File: config.mk
export PLATFORM = sky130hd
export DESIGN_NAME = ex_muldiv
export DESIGN_NICKNAME = d
export VERILOG_FILES = /design/src/rtl/ex_muldiv.sv
export SDC_FILE = /design/constraint.sdc
export NUM_CORES = 1
export LEC_CHECK = 0
export BUFFER_PORTS_ARGS = -buffer_cell sky130_fd_sc_hd__buf_2
export CAP_MARGIN = 20
export CELL_PAD_IN_SITES_DETAIL_PLACEMENT = 0
export CELL_PAD_IN_SITES_GLOBAL_PLACEMENT = 1
export CORE_MARGIN = 10
export CORE_UTILIZATION = 46
export DETAILED_ROUTE_END_ITERATION = 6
export HOLD_SLACK_MARGIN = 0.02
export PLACE_DENSITY_LB_ADDON = 0.1
export SLEW_MARGIN = 0
export SYNTH_ARGS = -nofsm -noshare
export SYNTH_HDL_FRONTEND = slang
export SYNTH_SLANG_ARGS = --single-unit
File: constraint.sdc
create_clock -name clk -period 7.75 [get_ports clk]
set_clock_uncertainty 0.15 [all_clocks]
set_input_delay 0.775 -clock clk [delete_from_list [all_inputs] [get_ports clk]]
set_output_delay 0.775 -clock clk [all_outputs]
set_load 0.1 [all_outputs]
File: src/rtl/ex_muldiv.sv
`default_nettype none
// ============================================================================
// Module      : ex_muldiv
// Description : Iterative RV32M multiply/divide unit for the EX stage.
//               Shift-add multiply and restoring divide, one bit per cycle
//               (32 iterations), on operand magnitudes with a sign fix-up at
//               the end. Divide-by-zero and signed overflow complete without
//               iterating. The pipeline is frozen via stallreq while busy.
// Ports       : clk, rst        - clock, synchronous active-high reset
//               md_req          - M-extension op present in EX
//               md_funct3       - 0 MUL .. 7 REMU
//               md_opa/md_opb   - rs1 / rs2 operands
//               flush           - cancel any operation in progress
//               hold            - EX frozen downstream; keep result presented
//               stallreq        - freeze IF..EX while the op is in flight
//               md_done         - md_result valid this cycle
//               md_result       - registered result
// Revision    : 1.0 - initial release
// ============================================================================
module ex_muldiv #(
   parameter int XLEN = 32
) (
   input  logic            clk,
   input  logic            rst,
   input  logic            md_req,
   input  logic [2:0]      md_funct3,
   input  logic [XLEN-1:0] md_opa,
   input  logic [XLEN-1:0] md_opb,
   input  logic            flush,
   input  logic            hold,
   output logic            stallreq,
   output logic            md_done,
   output logic [XLEN-1:0] md_result
);

   localparam int c_CNT_W = $clog2(XLEN);

   typedef enum logic [1:0] {
      S_IDLE = 2'd0,
      S_BUSY = 2'd1,
      S_DONE = 2'd2
   } state_t;

   state_t              r_state;
   state_t              w_state_nxt;
   logic                w_stallreq;

   logic [c_CNT_W-1:0]  r_cnt;
   logic [2:0]          r_f3;
   logic                r_neg;       // product / quotient must be negated
   logic                r_rem_neg;   // remainder takes the dividend's sign
   logic [XLEN-1:0]     r_opb;       // multiplicand / divisor magnitude
   logic [2*XLEN-1:0]   r_acc;       // mul: {partial, multiplier}; div: {0, dividend->quotient}
   logic [XLEN:0]       r_rem;       // restoring-division partial remainder
   logic [XLEN-1:0]     r_result;

   // ---------------------------------------------------------------------
   // Operand decode (IDLE-cycle view of the inputs)
   // ---------------------------------------------------------------------
   logic            w_sgn_a, w_sgn_b, w_neg_a, w_neg_b;
   logic [XLEN-1:0] w_mag_a, w_mag_b;
   logic            w_div0, w_ovf, w_special;
   logic [XLEN-1:0] w_special_res;
   logic            w_accept;

   // MULH, MULHSU, DIV, REM treat opa as signed; MULH, DIV, REM treat opb so.
   assign w_sgn_a = (md_funct3 == 3'd1) | (md_funct3 == 3'd2) |
                    (md_funct3 == 3'd4) | (md_funct3 == 3'd6);
   assign w_sgn_b = (md_funct3 == 3'd1) | (md_funct3 == 3'd4) | (md_funct3 == 3'd6);
   assign w_neg_a = w_sgn_a & md_opa[XLEN-1];
   assign w_neg_b = w_sgn_b & md_opb[XLEN-1];
   // Negating 0x80000000 yields 0x80000000, which is the correct magnitude
   // when read as unsigned.
   assign w_mag_a = w_neg_a ? -md_opa : md_opa;
   assign w_mag_b = w_neg_b ? -md_opb : md_opb;

   assign w_div0 = md_funct3[2] & (md_opb == '0);
   assign w_ovf  = md_funct3[2] & ~md_funct3[0] &
                   (md_opa == {1'b1, {(XLEN-1){1'b0}}}) & (md_opb == '1);
   assign w_special = w_div0 | w_ovf;

   // funct3[1] selects remainder for the divide group.
   always_comb begin
      w_special_res = '0;
      if (w_div0)
         w_special_res = md_funct3[1] ? md_opa : '1;
      else
         w_special_res = md_funct3[1] ? '0 : md_opa;
   end

   assign w_accept = (r_state == S_IDLE) & md_req & ~flush;

   // ---------------------------------------------------------------------
   // One iteration step
   // ---------------------------------------------------------------------
   logic [XLEN:0]     w_mul_sum;
   logic [2*XLEN-1:0] w_mul_acc;
   logic [XLEN:0]     w_div_shift, w_div_diff, w_div_rem;
   logic              w_div_ge;
   logic [XLEN-1:0]   w_div_quo;
   logic              w_last;

   assign w_mul_sum   = {1'b0, r_acc[2*XLEN-1:XLEN]} +
                        (r_acc[0] ? {1'b0, r_opb} : {(XLEN+1){1'b0}});
   assign w_mul_acc   = {w_mul_sum, r_acc[XLEN-1:1]};

   assign w_div_shift = {r_rem[XLEN-1:0], r_acc[XLEN-1]};
   assign w_div_diff  = w_div_shift - {1'b0, r_opb};
   // Partial remainder is always below the divisor, so a set MSB of the
   // difference can only mean it went negative.
   assign w_div_ge    = ~w_div_diff[XLEN];
   assign w_div_rem   = w_div_ge ? w_div_diff : w_div_shift;
   assign w_div_quo   = {r_acc[XLEN-2:0], w_div_ge};

   assign w_last = (r_state == S_BUSY) & (r_cnt == c_CNT_W'(XLEN - 1));

   // Final sign fix-up and result selection on the last step's values.
   logic [2*XLEN-1:0] w_prod;
   logic [XLEN-1:0]   w_quo_fin, w_rem_fin, w_final;

   assign w_prod    = r_neg ? -w_mul_acc : w_mul_acc;
   assign w_quo_fin = r_neg ? -w_div_quo : w_div_quo;
   assign w_rem_fin = r_rem_neg ? -w_div_rem[XLEN-1:0] : w_div_rem[XLEN-1:0];

   always_comb begin
      w_final = '0;
      if (!r_f3[2])
         w_final = (r_f3[1:0] == 2'd0) ? w_prod[XLEN-1:0] : w_prod[2*XLEN-1:XLEN];
      else
         w_final = r_f3[1] ? w_rem_fin : w_quo_fin;
   end

   // ---------------------------------------------------------------------
   // FSM
   // ---------------------------------------------------------------------
   always_ff @(posedge clk) begin
      if (rst)
         r_state <= S_IDLE;
      else
         r_state <= w_state_nxt;
   end

   always_comb begin
      w_state_nxt = r_state;
      w_stallreq  = 1'b0;
      case (r_state)
         S_IDLE: begin
            if (md_req) begin
               w_stallreq  = 1'b1;
               w_state_nxt = w_special ? S_DONE : S_BUSY;
            end
         end
         S_BUSY: begin
            w_stallreq = 1'b1;
            if (w_last)
               w_state_nxt = S_DONE;
         end
         S_DONE: begin
            // The pipeline advances on the DONE->IDLE edge, so the md_req
            // seen here belongs to the same instruction and is ignored.
            if (!hold)
               w_state_nxt = S_IDLE;
         end
         default: w_state_nxt = S_IDLE;
      endcase
      if (flush) begin
         w_state_nxt = S_IDLE;
         w_stallreq  = 1'b0;
      end
      if (rst)
         w_stallreq = 1'b0;
   end

   assign stallreq  = w_stallreq;
   assign md_done   = (r_state == S_DONE) & ~flush;
   assign md_result = r_result;

   // ---------------------------------------------------------------------
   // Datapath
   // ---------------------------------------------------------------------
   always_ff @(posedge clk) begin
      if (rst) begin
         r_cnt     <= '0;
         r_f3      <= '0;
         r_neg     <= 1'b0;
         r_rem_neg <= 1'b0;
         r_opb     <= '0;
         r_acc     <= '0;
         r_rem     <= '0;
         r_result  <= '0;
      end else begin
         if (w_accept) begin
            // Same load for both: low half holds multiplier or dividend.
            r_cnt     <= '0;
            r_f3      <= md_funct3;
            r_neg     <= w_neg_a ^ w_neg_b;
            r_rem_neg <= w_neg_a;
            r_opb     <= w_mag_b;
            r_acc     <= {{XLEN{1'b0}}, w_mag_a};
            r_rem     <= '0;
            if (w_special)
               r_result <= w_special_res;
         end
         if (r_state == S_BUSY) begin
            r_cnt <= r_cnt + 1'b1;
            if (!r_f3[2]) begin
               r_acc <= w_mul_acc;
            end else begin
               r_acc <= {{XLEN{1'b0}}, w_div_quo};
               r_rem <= w_div_rem;
            end
            if (w_last && !flush)
               r_result <= w_final;
         end
      end
   end

endmodule
`default_nettype wire

==> summary.md <==
| Metric | Value |
|---|---|
| CP Capture Type | `flip-flop` |
| HPWL Detailed | `56900 um` |
| Design area | `18800 um2` |
| Min cycle time layout | `6770 ps` |
| Vias/cell | `6.51` |
| Final count of negative-setup-slack endpoints | `0` |
| Crit share post-route | `87.4%` |
| Area share of the largest cell type after synthesis | `19.6%` |
| Most common cell in the netlist | `nor2_1` |
| Sequential cell area fraction in the yosys report | `19.6%` |
| CTS Sinks | `172` |
| Total Wirelength | `74400 um` |
| Worst R2R Setup Slack | `980 ps` |
| Largest net degree at the start of global routing | `90` |
| Vias | `19694` |
| Core area | `37700 um2` |
| Initial drt markers | `2345` |
| Clock buffer depth | `2` |
| Area grow syn2layout | `7.15%` |
| # IOs | `106` |
| Initial Utilization | `46.6%` |
| CP arrival | `6960 ps` |
| Synth Flop Type | `dfxtp_1` |
| Most instantiated cells after synthesis | `350 x nor2_1, 267 x nand2_1, 184 x clkbuf_1, 177 x a21oi_1, 172 x dfxtp_1` |
| Grt ovf | `0` |
| Clk_lat worst skew | `460 ps` |
| Leakage power | `6.97 nW` |
| Residual DRC | `3` |
| Rows | `71` |
| # hold bufs at CTS | `0` |
| TritonCTS clock tree | `done` |
| Root Driver | `clkbuf_16` |
| Initial antenna violation count | `2` |
| Clock transition at the registers of the reported paths | `70 ps` |
| Max-Cap Viols | `0` |
| Syn Std Cell Area | `17500 um2` |
| Layout net count | `2646` |
| Peak Freq | `148 MHz` |
| H-tree Lvls | `4` |
| Slew @ Worst Pin | `1060 ps` |
| Worst hold path type | `reg -> reg` |
| Ys async rst share | `0%` |
| Layout cells sized above 1 | `8.91%` |
| Reg area | `3450 um2` |
| Die area | `46400 um2` |
| GRT Total Usage | `30.6%` |
| Hold path cells | `2` |
| Remaining antenna violation count | `0` |
| Synth unique cells | `82` |
| Run status | `finished with violations` |
| Worst slew margin | `27.4%` |
| Gp weighted congestion | `0.960` |
| Unrepaired setup endpoints after global routing | `false` |
| Synth top area cells | `dfxtp_1 20%, nor2_1 7.5%, a211oi_1 7.1%` |
| Post-CTS Setup Inserts | `0` |
| Worst ir drop on vdd | `0.117 mV` |
| Required time of the critical path | `7940 ps` |
| Vias in the first global route | `18077` |
| Area post-placement | `18200 um2` |
| Mapped Cells | `2552` |
| Multi-input combinational cell area | `13100 um2` |
| Worst-path maximum fanout | `20` |
| Slew Limit Fails | `0` |
| Die Ht | `215 um` |
| First-pass GRT wire length | `112000 um` |
| Failing checks | `design-rule violations` |
| Final Hold Fails | `0` |
| DR pass1 iterations | `7` |
| Post-CTS sizing | `0` |
| Mapped Nets | `2698` |
| Avg Inst Size Synth | `6.87 um2` |
| Port Buffers | `105` |
| Synth Register Bits | `172` |
| PwrDens | `140 nW/um2` |
| Startpoint types | `flip-flop` |
| Total power | `2.64 mW` |
| WL/cell | `24.6 um` |
| Final TNS setup | `0 ps` |
| Die width | `215 um` |
| Crit path kind | `reg -> reg` |
| Leading area contributor after synthesis | `dfxtp_1` |
| Number of fill cells | `4017` |
| Yosys warning count | `0` |
| EDFF count, synth | `0` |
| Cts bufs inserted | `17` |
| R2R depth | `24` |
==> registers in the layout, summed over array words and instances (netlist names) <==
register,cells
r_rem,32
r_opb,32
r_f3,3
md_result,32
r_neg,1
r_cnt,5
r_acc,64
r_state,2
r_rem_neg,1
==> worst max-delay path, cell delays in order, from the launching register on <==
cell,delay (ps)
dfxtp_1,500
inv_1,100
ha_1,240
fa_1,410
nand2b_1,180
a211o_1,400
a31o_2,330
a2111o_1,460
a21oi_1,430
nor2_4,70
inv_1,470
o21ai_0,270
inv_1,110
ha_1,190
inv_1,80
nor2_1,110
o2111ai_1,130
nor4_1,270
nand2_1,130
or4_1,440
a221o_1,340
o21ai_0,200
xnor2_1,150
a211oi_1,90
a2111oi_0,370
==> through the flow <==
step	setup WS [ps]	hold slack (ps)	utilization (%)	instances
floorplan	1460	282	-	2552
global placement	1320	291	48.3	2992
detailed placement	1150	298	48.3	2992
CTS	1100	307	49.9	3024
global route	515	328	49.9	3024
finish	976	308	49.9	3026
==> final timing paths <==
kind | from | to
worst min-delay path | r_opb[26] | r_opb[26]
worst min register to register | r_opb[26] | r_opb[26]
worst max register to register | r_acc[31] | md_result[26]
worst max-delay path | r_acc[31] | md_result[26]
==> cell type report <==
cell class / instances / area share (%)
Antenna cell: 2 / 0.0266
Clock buffer: 18 / 2.28
Timing Repair Buffer: 137 / 4.09
Inverter: 73 / 1.46
Multi-Input combinational cell: 2099 / 69.5
Tap cell: 511 / 3.40
Clock inverter: 14 / 0.865
Sequential cell: 172 / 18.3
==> routing by layer <==
metal / part of all wire, % / vias up / GRT usage, % / routed length, um
met4: 5.6 / 2 / 17.0 / 4160
met3: 7.1 / 170 / 4.31 / 5260
met5: 0.013 / - / 0 / 10
li1: - / 9223 / - / -
met1: 43 / 9407 / 39.9 / 31700
met2: 45 / 892 / 47.8 / 33300
==> cell usage in the layout (no fill, tap or decap), types with 11 or more instances in the layout <==
master,instances
nor4_1,33
o21ai_0,168
nor2_1,344
a311oi_1,16
a211oi_1,165
a22oi_1,48
nand3_1,48
clkbuf_16,17
a21o_1,21
nand2b_1,16
a31oi_1,28
inv_1,69
and3_1,18
or4_1,18
o211ai_1,20
dfxtp_1,169
or3_1,39
a21oi_1,177
xor2_1,92
mux2i_1,62
and2_1,31
nor3_1,68
nand2_1,267
o41ai_1,11
a2111oi_0,13
nand4_1,42
or2_2,15
buf_2,104
buf_4,33
xnor2_1,79
o31ai_1,31
ha_1,72
==> cell families (layout without fill, tap and decap cells) <==
logic type / Yosys count / in the layout / share of synthesized area [%]
and+or+nand+nor: 991 / 991 / 26.4
AOI/OAI and AO/OA: 791 / 791 / 29.7
buffers and inverters: 281 / 242 / 6.12
DFF: 172 / 172 / 19.6
xor gates and xnor gates: 171 / 171 / 8.54
adders and majority gates: 74 / 74 / 5.36
muxes: 72 / 72 / 4.18
other: 0 / 2 / 0
==> report_power, final <==
group	total, mW	internal [mW]	switching (mW)
clock	0.914	0.483	0.431
sequential	0.962	0.911	0.0509
combinational	0.764	0.246	0.518
Note: power is estimated with default switching activity, not from simulation.
